<file path="src/rtl/alu_arbiter.sv">
// Round-robin front end that shares one registered 16-bit ALU between two requesters.
// One operation in flight: IDLE accepts, ISSUE pulses the ALU, CAPTURE latches, RESP holds.
module alu_arbiter #(
    parameter int                DATA_W = 16,
    parameter int                OP_W   = 4,
    parameter logic [OP_W-1:0]   MAX_OP = OP_W'(4'b1011)
) (
    input  logic              clk,
    input  logic              reset_n,

    input  logic              req0_valid,
    output logic              req0_ready,
    input  logic [OP_W-1:0]   req0_op,
    input  logic [DATA_W-1:0] req0_a,
    input  logic [DATA_W-1:0] req0_b,

    input  logic              req1_valid,
    output logic              req1_ready,
    input  logic [OP_W-1:0]   req1_op,
    input  logic [DATA_W-1:0] req1_a,
    input  logic [DATA_W-1:0] req1_b,

    output logic              rsp_valid,
    input  logic              rsp_ready,
    output logic              rsp_id,
    output logic [DATA_W-1:0] rsp_result,
    output logic              rsp_zero,
    output logic              rsp_carry,
    output logic              rsp_overflow,
    output logic              rsp_illegal,

    output logic              busy,

    output logic              alu_enable,
    output logic [OP_W-1:0]   alu_op_code,
    output logic [DATA_W-1:0] alu_a,
    output logic [DATA_W-1:0] alu_b,
    input  logic [DATA_W-1:0] alu_result,
    input  logic              alu_zero,
    input  logic              alu_carry,
    input  logic              alu_overflow
);

    typedef enum logic [1:0] {
        S_IDLE,
        S_ISSUE,
        S_CAPTURE,
        S_RESP
    } state_t;

    state_t                   state;
    logic                     last_grant;

    logic [1:0]               vld;
    logic [1:0][OP_W-1:0]     op;
    logic [1:0][DATA_W-1:0]   opa;
    logic [1:0][DATA_W-1:0]   opb;

    logic                     win;
    logic                     accept;

    assign vld = {req1_valid, req0_valid};
    assign op  = {req1_op, req0_op};
    assign opa = {req1_a, req0_a};
    assign opb = {req1_b, req0_b};

    // A lone requester always wins; on contention the one not granted last time wins.
    always_comb begin
        win = vld[1];
        if (vld == 2'b11)
            win = ~last_grant;
    end

    assign accept = (state == S_IDLE) && (|vld);

    // Gated with reset_n so the handshake outputs read 0 while reset is held.
    assign req0_ready = reset_n && accept && !win;
    assign req1_ready = reset_n && accept &&  win;
    assign busy       = (state != S_IDLE);

    always_ff @(posedge clk or negedge reset_n) begin
        if (!reset_n) begin
            state        <= S_IDLE;
            last_grant   <= 1'b1;
            alu_enable   <= 1'b0;
            alu_op_code  <= '0;
            alu_a        <= '0;
            alu_b        <= '0;
            rsp_valid    <= 1'b0;
            rsp_id       <= 1'b0;
            rsp_result   <= '0;
            rsp_zero     <= 1'b0;
            rsp_carry    <= 1'b0;
            rsp_overflow <= 1'b0;
            rsp_illegal  <= 1'b0;
        end else begin
            case (state)
                S_IDLE: begin
                    if (accept) begin
                        alu_op_code <= op[win];
                        alu_a       <= opa[win];
                        alu_b       <= opb[win];
                        alu_enable  <= 1'b1;
                        rsp_id      <= win;
                        rsp_illegal <= (op[win] > MAX_OP);
                        last_grant  <= win;
                        state       <= S_ISSUE;
                    end
                end
                S_ISSUE: begin
                    alu_enable <= 1'b0;
                    state      <= S_CAPTURE;
                end
                S_CAPTURE: begin
                    rsp_result   <= alu_result;
                    rsp_zero     <= alu_zero;
                    rsp_carry    <= alu_carry;
                    rsp_overflow <= alu_overflow;
                    rsp_valid    <= 1'b1;
                    state        <= S_RESP;
                end
                S_RESP: begin
                    if (rsp_ready) begin
                        rsp_valid <= 1'b0;
                        state     <= S_IDLE;
                    end
                end
                default: state <= S_IDLE;
            endcase
        end
    end

endmodule

</file>
<file path="config.mk">
export PLATFORM = sky130hd
export DESIGN_NAME = alu_arbiter
export DESIGN_NICKNAME = d
export VERILOG_FILES = /design/src/rtl/alu_arbiter.sv
export SDC_FILE = /design/constraint.sdc
export NUM_CORES = 1
export LEC_CHECK = 0
export ABC_CLOCK_PERIOD_IN_PS = 1500
export BUFFER_PORTS_ARGS = -buffer_cell sky130_fd_sc_hd__buf_2
export CORE_UTILIZATION = 39
export DETAILED_ROUTE_END_ITERATION = 10
export HOLD_SLACK_MARGIN = 0.12
export PLACE_DENSITY = 0.75
export SETUP_SLACK_MARGIN = 0.1
export SKIP_CTS_REPAIR_TIMING = 1
export SLEW_MARGIN = 20
export SYNTH_ARGS = -nofsm -noshare
export SYNTH_HDL_FRONTEND = slang
export SYNTH_SLANG_ARGS = --single-unit
export TNS_END_PERCENT = 100
</file>
<file path="constraint.sdc">
create_clock -name clk -period 1.5 [get_ports clk]
set_input_delay 0.225 -clock clk [delete_from_list [all_inputs] [get_ports clk]]
set_output_delay 0.225 -clock clk [all_outputs]
set_load 0.02 [all_outputs]
</file>
==> out/results.txt, run 1 <==
Overflow after GRT -> 0
Count of cell types in the netlist -> 27
Gpl congestion -> 0.774
Layout cells sized above 1 -> 51.5%
Tcrit/Tclk final -> 110%
Clock buffer depth -> 2
Combinational share of power -> 50.5%
Clk pin slew, worst setup/hold paths -> 70 ps
Tightest Hold Check Type -> in2async
Area delta synth->final -> 51.7%
Slew Limit Fails -> 0
VDD IR max -> 973 uV
CTS tree -> built
DP Area -> 3760 um2
Die ar. -> 7360 um2
WS Path Type -> reg2out
Status -> complete, but fails checks
Most area-consuming cells after synthesis -> dfrtp_1 (56%), mux2i_1 (14%), mux2_2 (7.8%)
Ports -> 158
Die Y -> 85.8 um
PwrDens -> 2060 nW/um2
Ys flop type -> dfrtp_1
Synthesized area per cell -> 11.7 um2
Footprint of the multi-input gates -> 1140 um2
Total of max-cap violations -> 0
Slew headroom -> 58.2%
Clk pwr share -> 15.5%
Rows -> 30
RSZ-0062 raised after global routing -> true
Final Instance Area -> 4150 um2
Type of destination of the critical path -> primary output
Reg-to-Reg Start -> state[0]
First-pass DRT Iterations -> 4
Register area share after synthesis -> 56.7%
Area leader, netlist -> dfrtp_1
Clock Sinks -> 62
Switching pwr -> 3440 uW
Max Fanout on Critical Path -> 6
Skew final -> 10.6 ps
Failing checks -> negative setup slack
P_leak -> 0.00216 uW
Post-synth top cells -> dfrtp_1 (61), mux2i_1 (37), nand2_1 (37), o21ai_1 (37), mux2_2 (19)
Final ANT Viol Nets -> 0
WP data arrival -> 1420 ps
Fillers -> 568
Synth Instances -> 233
Final hold viol count -> 0
Crit path setup slack, layout -> -149 ps
Post-synth EDFFs -> 0
Worst path required time -> 1270 ps
Die W -> 85.8 um
Port buffer count -> 157
Setup violators final -> 4
YS warnings -> 0
DRC marker count from the first detailed-route iteration -> 32
Wire length per cell -> 12.3 um
Nets -> 517
Flop pwr share -> 34.0%
Final min period -> 1650 ps
R2R depth -> 6
Clock insertion delay at the later pin of the skew report -> 330 ps
Routed WL -> 6380 um
Total CTS buffers -> 9
Mapped Area -> 2740 um2
Int Power -> 5140 uW
Critical path startpoint category -> register
Vias -> 2,381
Setup TNS Final -> -394 ps
CTS H-tree lvls -> 3
Sw frac -> 40.1%
Vias in the first global route -> 2,259
Diode count -> 0
Post-synthesis async set-or-reset flop share -> 100%
Post-place setup slack -> -14.4 ps
Synth top area share -> 55.8%
Core box area -> 6790 um2
Count leader, synth -> dfrtp_1
Global-route wire length before repair -> 9940 um
Worst Setup SP -> state[0]
Max Freq -> 0.607 GHz
Post-detail-place hpwl -> 4570 um
CTS Root Cell -> clkbuf_8
GRT Util Overall -> 17.3%
Largest net degree at the start of global routing -> 51
Initial antenna violation count -> 0
Seq cells post-synth -> 62
Worst Tran Pin Value -> 628 ps
Sequential cell area -> 1550 um2
Vias per inst -> 4.61
DRC errors left -> 0
Syn nets -> 334
Initial Util -> 40.3%
path summary, 6_finish.rpt:
path                                  to  slack (ps)
max                           req0_ready        -150
max reg2reg                     state[1]         -90
max in group asynchronous     last_grant         810
min                             alu_b[3]          60
min in group clk           rsp_result[0]         130
min reg2reg                     alu_b[8]         480
critical path, stage by stage (launching register included):
cell     delay [ps]
dfrtp_1         390
inv_2           100
ha_4            180
o21ai_4          90
nor3b_4         200
buf_6           140
final cells by class:
cell class | count | area share (%)
Clock buffer | 15 | 4.25
Clock inverter | 1 | 0.120
Inverter | 5 | 0.452
Multi-Input combinational cell | 152 | 27.5
Sequential cell | 62 | 37.4
Tap cell | 96 | 2.89
Timing Repair Buffer | 186 | 27.4
cell usage in the layout, fill, tap and decap left out, drive strengths merged:
cell type    Yosys  routed
clkbuf           4      16
o31ai            1       1
nand2b           1       1
o2bb2ai          1       1
inv              5       5
clkinv           0       1
ha               5       5
o32a             1       1
mux2i           37      37
o21ai           37      37
a31oi            1       1
a21boi           1       1
and3             2       2
o22ai            1       1
dfrtp           61      61
mux2            20      20
nand2           37      37
nor2             3       3
nor3b            1       1
a21oi            1       1
dfstp            1       1
buf             10     174
dlygate4sd3      0      11
o31a             1       1
a22o             1       1
stage by stage:
stage / util, % / hold WS (ps) / total power, uW / instances
floorplan: - / -70.6 / 5650 / 233
global placement: 55.3 / 234 / 6970 / 483
detailed placement: 55.3 / 241 / 7120 / 483
CTS: 58.0 / -120 / 8480 / 499
global route: 61.1 / 120 / 9220 / 517
finish: 61.1 / 64.5 / 8580 / 517
layer usage:
metal  routed length (um)  track usage, %  part of all wire (%)  up-vias
li1                     -               -                     -     1173
met1                 2710            20.0                    43     1089
met5                    0               0                     0        -
met3                  461            5.68                   7.2       10
met2                 3110            29.7                    49      109
met4                   86            6.82                   1.3        0
power by group through the flow:
stage,Clock [uW],Sequential (uW),Combinational (uW)
5_1_grt,1460,3030,4720
3_3_place_gp,0,2920,4050
6_report,1330,2920,4330
3_5_place_dp,0,2940,4180
4_1_cts,1390,2930,4170
2_1_floorplan,0,3910,1750
flip-flops by register name, indices dropped and copies added (netlist names), 2 cells and up:
name	cells
alu_a	16
alu_b	16
alu_op_code	4
rsp_result	16
state	2
logic make-up after synthesis:
logic type / Yosys count / synth area share (%)
buffers and inverters: 19 / 3.38
multiplexers: 57 / 21.8
flip-flops: 62 / 56.7
adder cells (fa/ha/maj): 5 / 2.29
AND/OR/NAND/NOR: 44 / 6.44
AO/OA/AOI/OAI: 46 / 9.42
(Power assumes the default switching activity.)
==> inputs of run 2 (changes only) <==
--- a/config.mk
+++ b/config.mk
@@ -7,10 +7,11 @@
 export LEC_CHECK = 0
 export ABC_CLOCK_PERIOD_IN_PS = 1500
 export BUFFER_PORTS_ARGS = -buffer_cell sky130_fd_sc_hd__buf_2
-export CORE_UTILIZATION = 39
+export CORE_UTILIZATION = 41
+export CTS_BUF_LIST = sky130_fd_sc_hd__clkbuf_8
 export DETAILED_ROUTE_END_ITERATION = 10
 export HOLD_SLACK_MARGIN = 0.12
-export PLACE_DENSITY = 0.75
+export PLACE_DENSITY = 0.79
 export SETUP_SLACK_MARGIN = 0.1
 export SKIP_CTS_REPAIR_TIMING = 1
 export SLEW_MARGIN = 20
==> out/results.txt, run 2 (synthesis gave the netlist of run 1 again) <==
Worst path required time -> 1270 ps (about the same)
Type of destination of the critical path -> primary output (unchanged)
CP top delay family -> flip-flops (unchanged)
Nets -> 523 (was 517)
Reg-to-Reg Start -> state[0] (unchanged)
Setup TNS Final -> -939 ps (was -394 ps)
GRT Util Overall -> 17.6% (was 17.3%)
Crit-path slowest cell -> dfstp_2 (was dfrtp_1)
Core box area -> 6390 um2 (was 6790 um2)
Vias per inst -> 4.80 (was 4.61)
Vias in the first global route -> 2,178 (was 2,259)
Worst path cell trace -> a21boi_4 -> buf_12 -> nor3b_4 -> buf_6 (was inv_2 -> ha_4 -> o21ai_4 -> nor3b_4 -> buf_6)
Skew final -> 4.21 ps (was 10.6 ps)
Slew headroom -> 74.4% (was 58.2%)
Flop pwr share -> 33.1% (was 34.0%)
RSZ-0062 raised after global routing -> true (unchanged)
Hold Path Origin -> alu_overflow
Die Y -> 83.7 um (was 85.8 um)
Combinational share of power -> 52.4% (was 50.5%)
Tot Pwr -> 8880 uW (was 8580 uW)
Clock Sinks -> 62 (unchanged)
Max Fanout on Critical Path -> 4 (was 6)
CTS H-tree lvls -> 3 (unchanged)
Failing checks -> negative setup slack (unchanged)
Setup violators final -> 16 (was 4)
Port buffer count -> 157 (unchanged)
Worst R2R End -> rsp_illegal (was state[1])
Ports -> 158 (unchanged)
Routed WL -> 6390 um (was 6380 um)
Initial Util -> 42.9% (was 40.3%)
Global-route wire length before repair -> 9720 um (was 9940 um)
DRC marker count from the first detailed-route iteration -> 59 (was 32)
PwrDens -> 2110 nW/um2 (was 2060 nW/um2)
Total of max-cap violations -> 0 (unchanged)
Commonest non-fill, non-tap cell in the layout -> buf_2 (unchanged)
Worst path max stage delay -> 570 ps (was 390 ps)
Clock buffer depth -> 2 (unchanged)
P_leak -> 0.00223 uW (was 0.00216 uW)
Switching pwr -> 3530 uW (was 3440 uW)
Status -> complete, but fails checks (unchanged)
Post-detail-place hpwl -> 4580 um (was 4570 um)
Sw frac -> 39.7% (was 40.1%)
Die W -> 83.7 um (was 85.8 um)
VDD IR max -> 1410 uV (was 973 uV)
Clock insertion delay at the later pin of the skew report -> 320 ps (was 330 ps)
Overflow after GRT -> 0 (unchanged)
Tcrit/Tclk final -> 111% (was 110%)
WP data arrival -> 1440 ps (was 1420 ps)
Largest regs -> alu_a x16, alu_b x16, rsp_result x16 (unchanged)
Layout cells sized above 1 -> 54.1% (was 51.5%)
First-pass DRT Iterations -> 4 (unchanged)
Worst Tran Pin Value -> 384 ps (was 628 ps)
CTS tree -> built (unchanged)
Clk pwr share -> 14.5% (was 15.5%)
Area delta synth->final -> 53.7% (was 51.7%)
Clk pin slew, worst setup/hold paths -> 60 ps (was 70 ps)
DRC errors left -> 0 (unchanged)
WS Path Type -> reg2out (unchanged)
Final ANT Viol Nets -> 0 (unchanged)
Max Freq -> 0.600 GHz (was 0.607 GHz)
Critical path startpoint category -> register (unchanged)
CTS Root Cell -> clkbuf_8 (unchanged)
Vias -> 2,418 (was 2,381)
Slew Limit Fails -> 0 (unchanged)
Final Instance Area -> 4210 um2 (was 4150 um2)
Bufs and invs on worst path -> 2 (unchanged)
Gpl congestion -> 0.769 (was 0.774)
Diode count -> 0 (unchanged)
Post-place setup slack -> -0.748 ps (was -14.4 ps)
Final min period -> 1670 ps (was 1650 ps)
Largest net degree at the start of global routing -> 35 (was 51)
Most frequent cells in the layout -> buf_2 (154), dfrtp_1 (61), mux2i_1 (37) (was buf_2 (154), dfrtp_1 (61), nand2_1 (37))
Die ar. -> 7010 um2 (was 7360 um2)
Min Hold Slack -> 131 ps (was 64.5 ps)
Rows -> 29 (was 30)
DP Area -> 3700 um2 (was 3760 um2)
Int Power -> 5350 uW (was 5140 uW)
Final hold viol count -> 0 (unchanged)
Tightest Hold Check Type -> in2reg (was in2async)
Initial antenna violation count -> 0 (unchanged)
Crit path setup slack, layout -> -168 ps (was -149 ps)
R2R Setup Slk -> -100 ps (was -90 ps)
Hold Crit Depth -> 2
Wire length per cell -> 12.7 um (was 12.3 um)
R2R depth -> 7 (was 6)
WHS Endpoint -> rsp_overflow
Total CTS buffers -> 9 (unchanged)
-- run 2: power groups by stage --
stage	sequential [uW]	combinational, uW	clock [uW]
after CTS	2940	4100	1330
after floorplan	3910	1750	0
after global placement	2920	3990	0
after global routing	3050	5010	1420
after detailed placement	2960	4110	0
final	2940	4650	1290
-- run 2: worst max-delay path by stage --
| stage | start | to | slack (ps) | depth (start not counted) |
|---|---|---|---|---|
| floorplan | state[1] | req0_ready | 4 | 6 |
| global placement | state[1] | state[1] | 40 | 5 |
| detailed placement | state[1] | state[1] | -0.7 | 5 |
| CTS | state[1] | req0_ready | -250 | 5 |
| global route | last_grant | req0_ready | -250 | 4 |
| finish | last_grant | req0_ready | -170 | 4 |
-- run 2: cell type report --
| cell class | instances | area [um2] |
|---|---|---|
| well taps | 77 | 96.3 |
| fillers | 531 | 2180 |
| clock inverters | 4 | 16.3 |
| inverters | 5 | 18.8 |
| clock buffers | 12 | 165 |
| flip-flops and latches | 62 | 1550 |
| multi-input cells | 152 | 1150 |
| repair buffers | 192 | 1200 |
-- run 2: worst register-to-register path, delay by kind of cell (launching register included) --
kind | cells | cell delay, ps
fa+ha+maj | 1 | 180
buf+inv | 4 | 520
compound gates | 2 | 380
flops | 1 | 400
-- run 2: stage by stage --
step                cells  utilization, %
detailed placement    463            58.0
global placement      463            58.0
finish                504            65.9
CTS                   479            60.8
floorplan             233               -
global route          504            65.9
-- run 2: routing by layer --
metal	vias to the layer above	track usage (%)	wire length, um
met5	-	0	0
met4	0	7.40	89
met3	11	4.45	478
met2	112	28.5	3060
met1	1103	22.4	2770
li1	1192	-	-
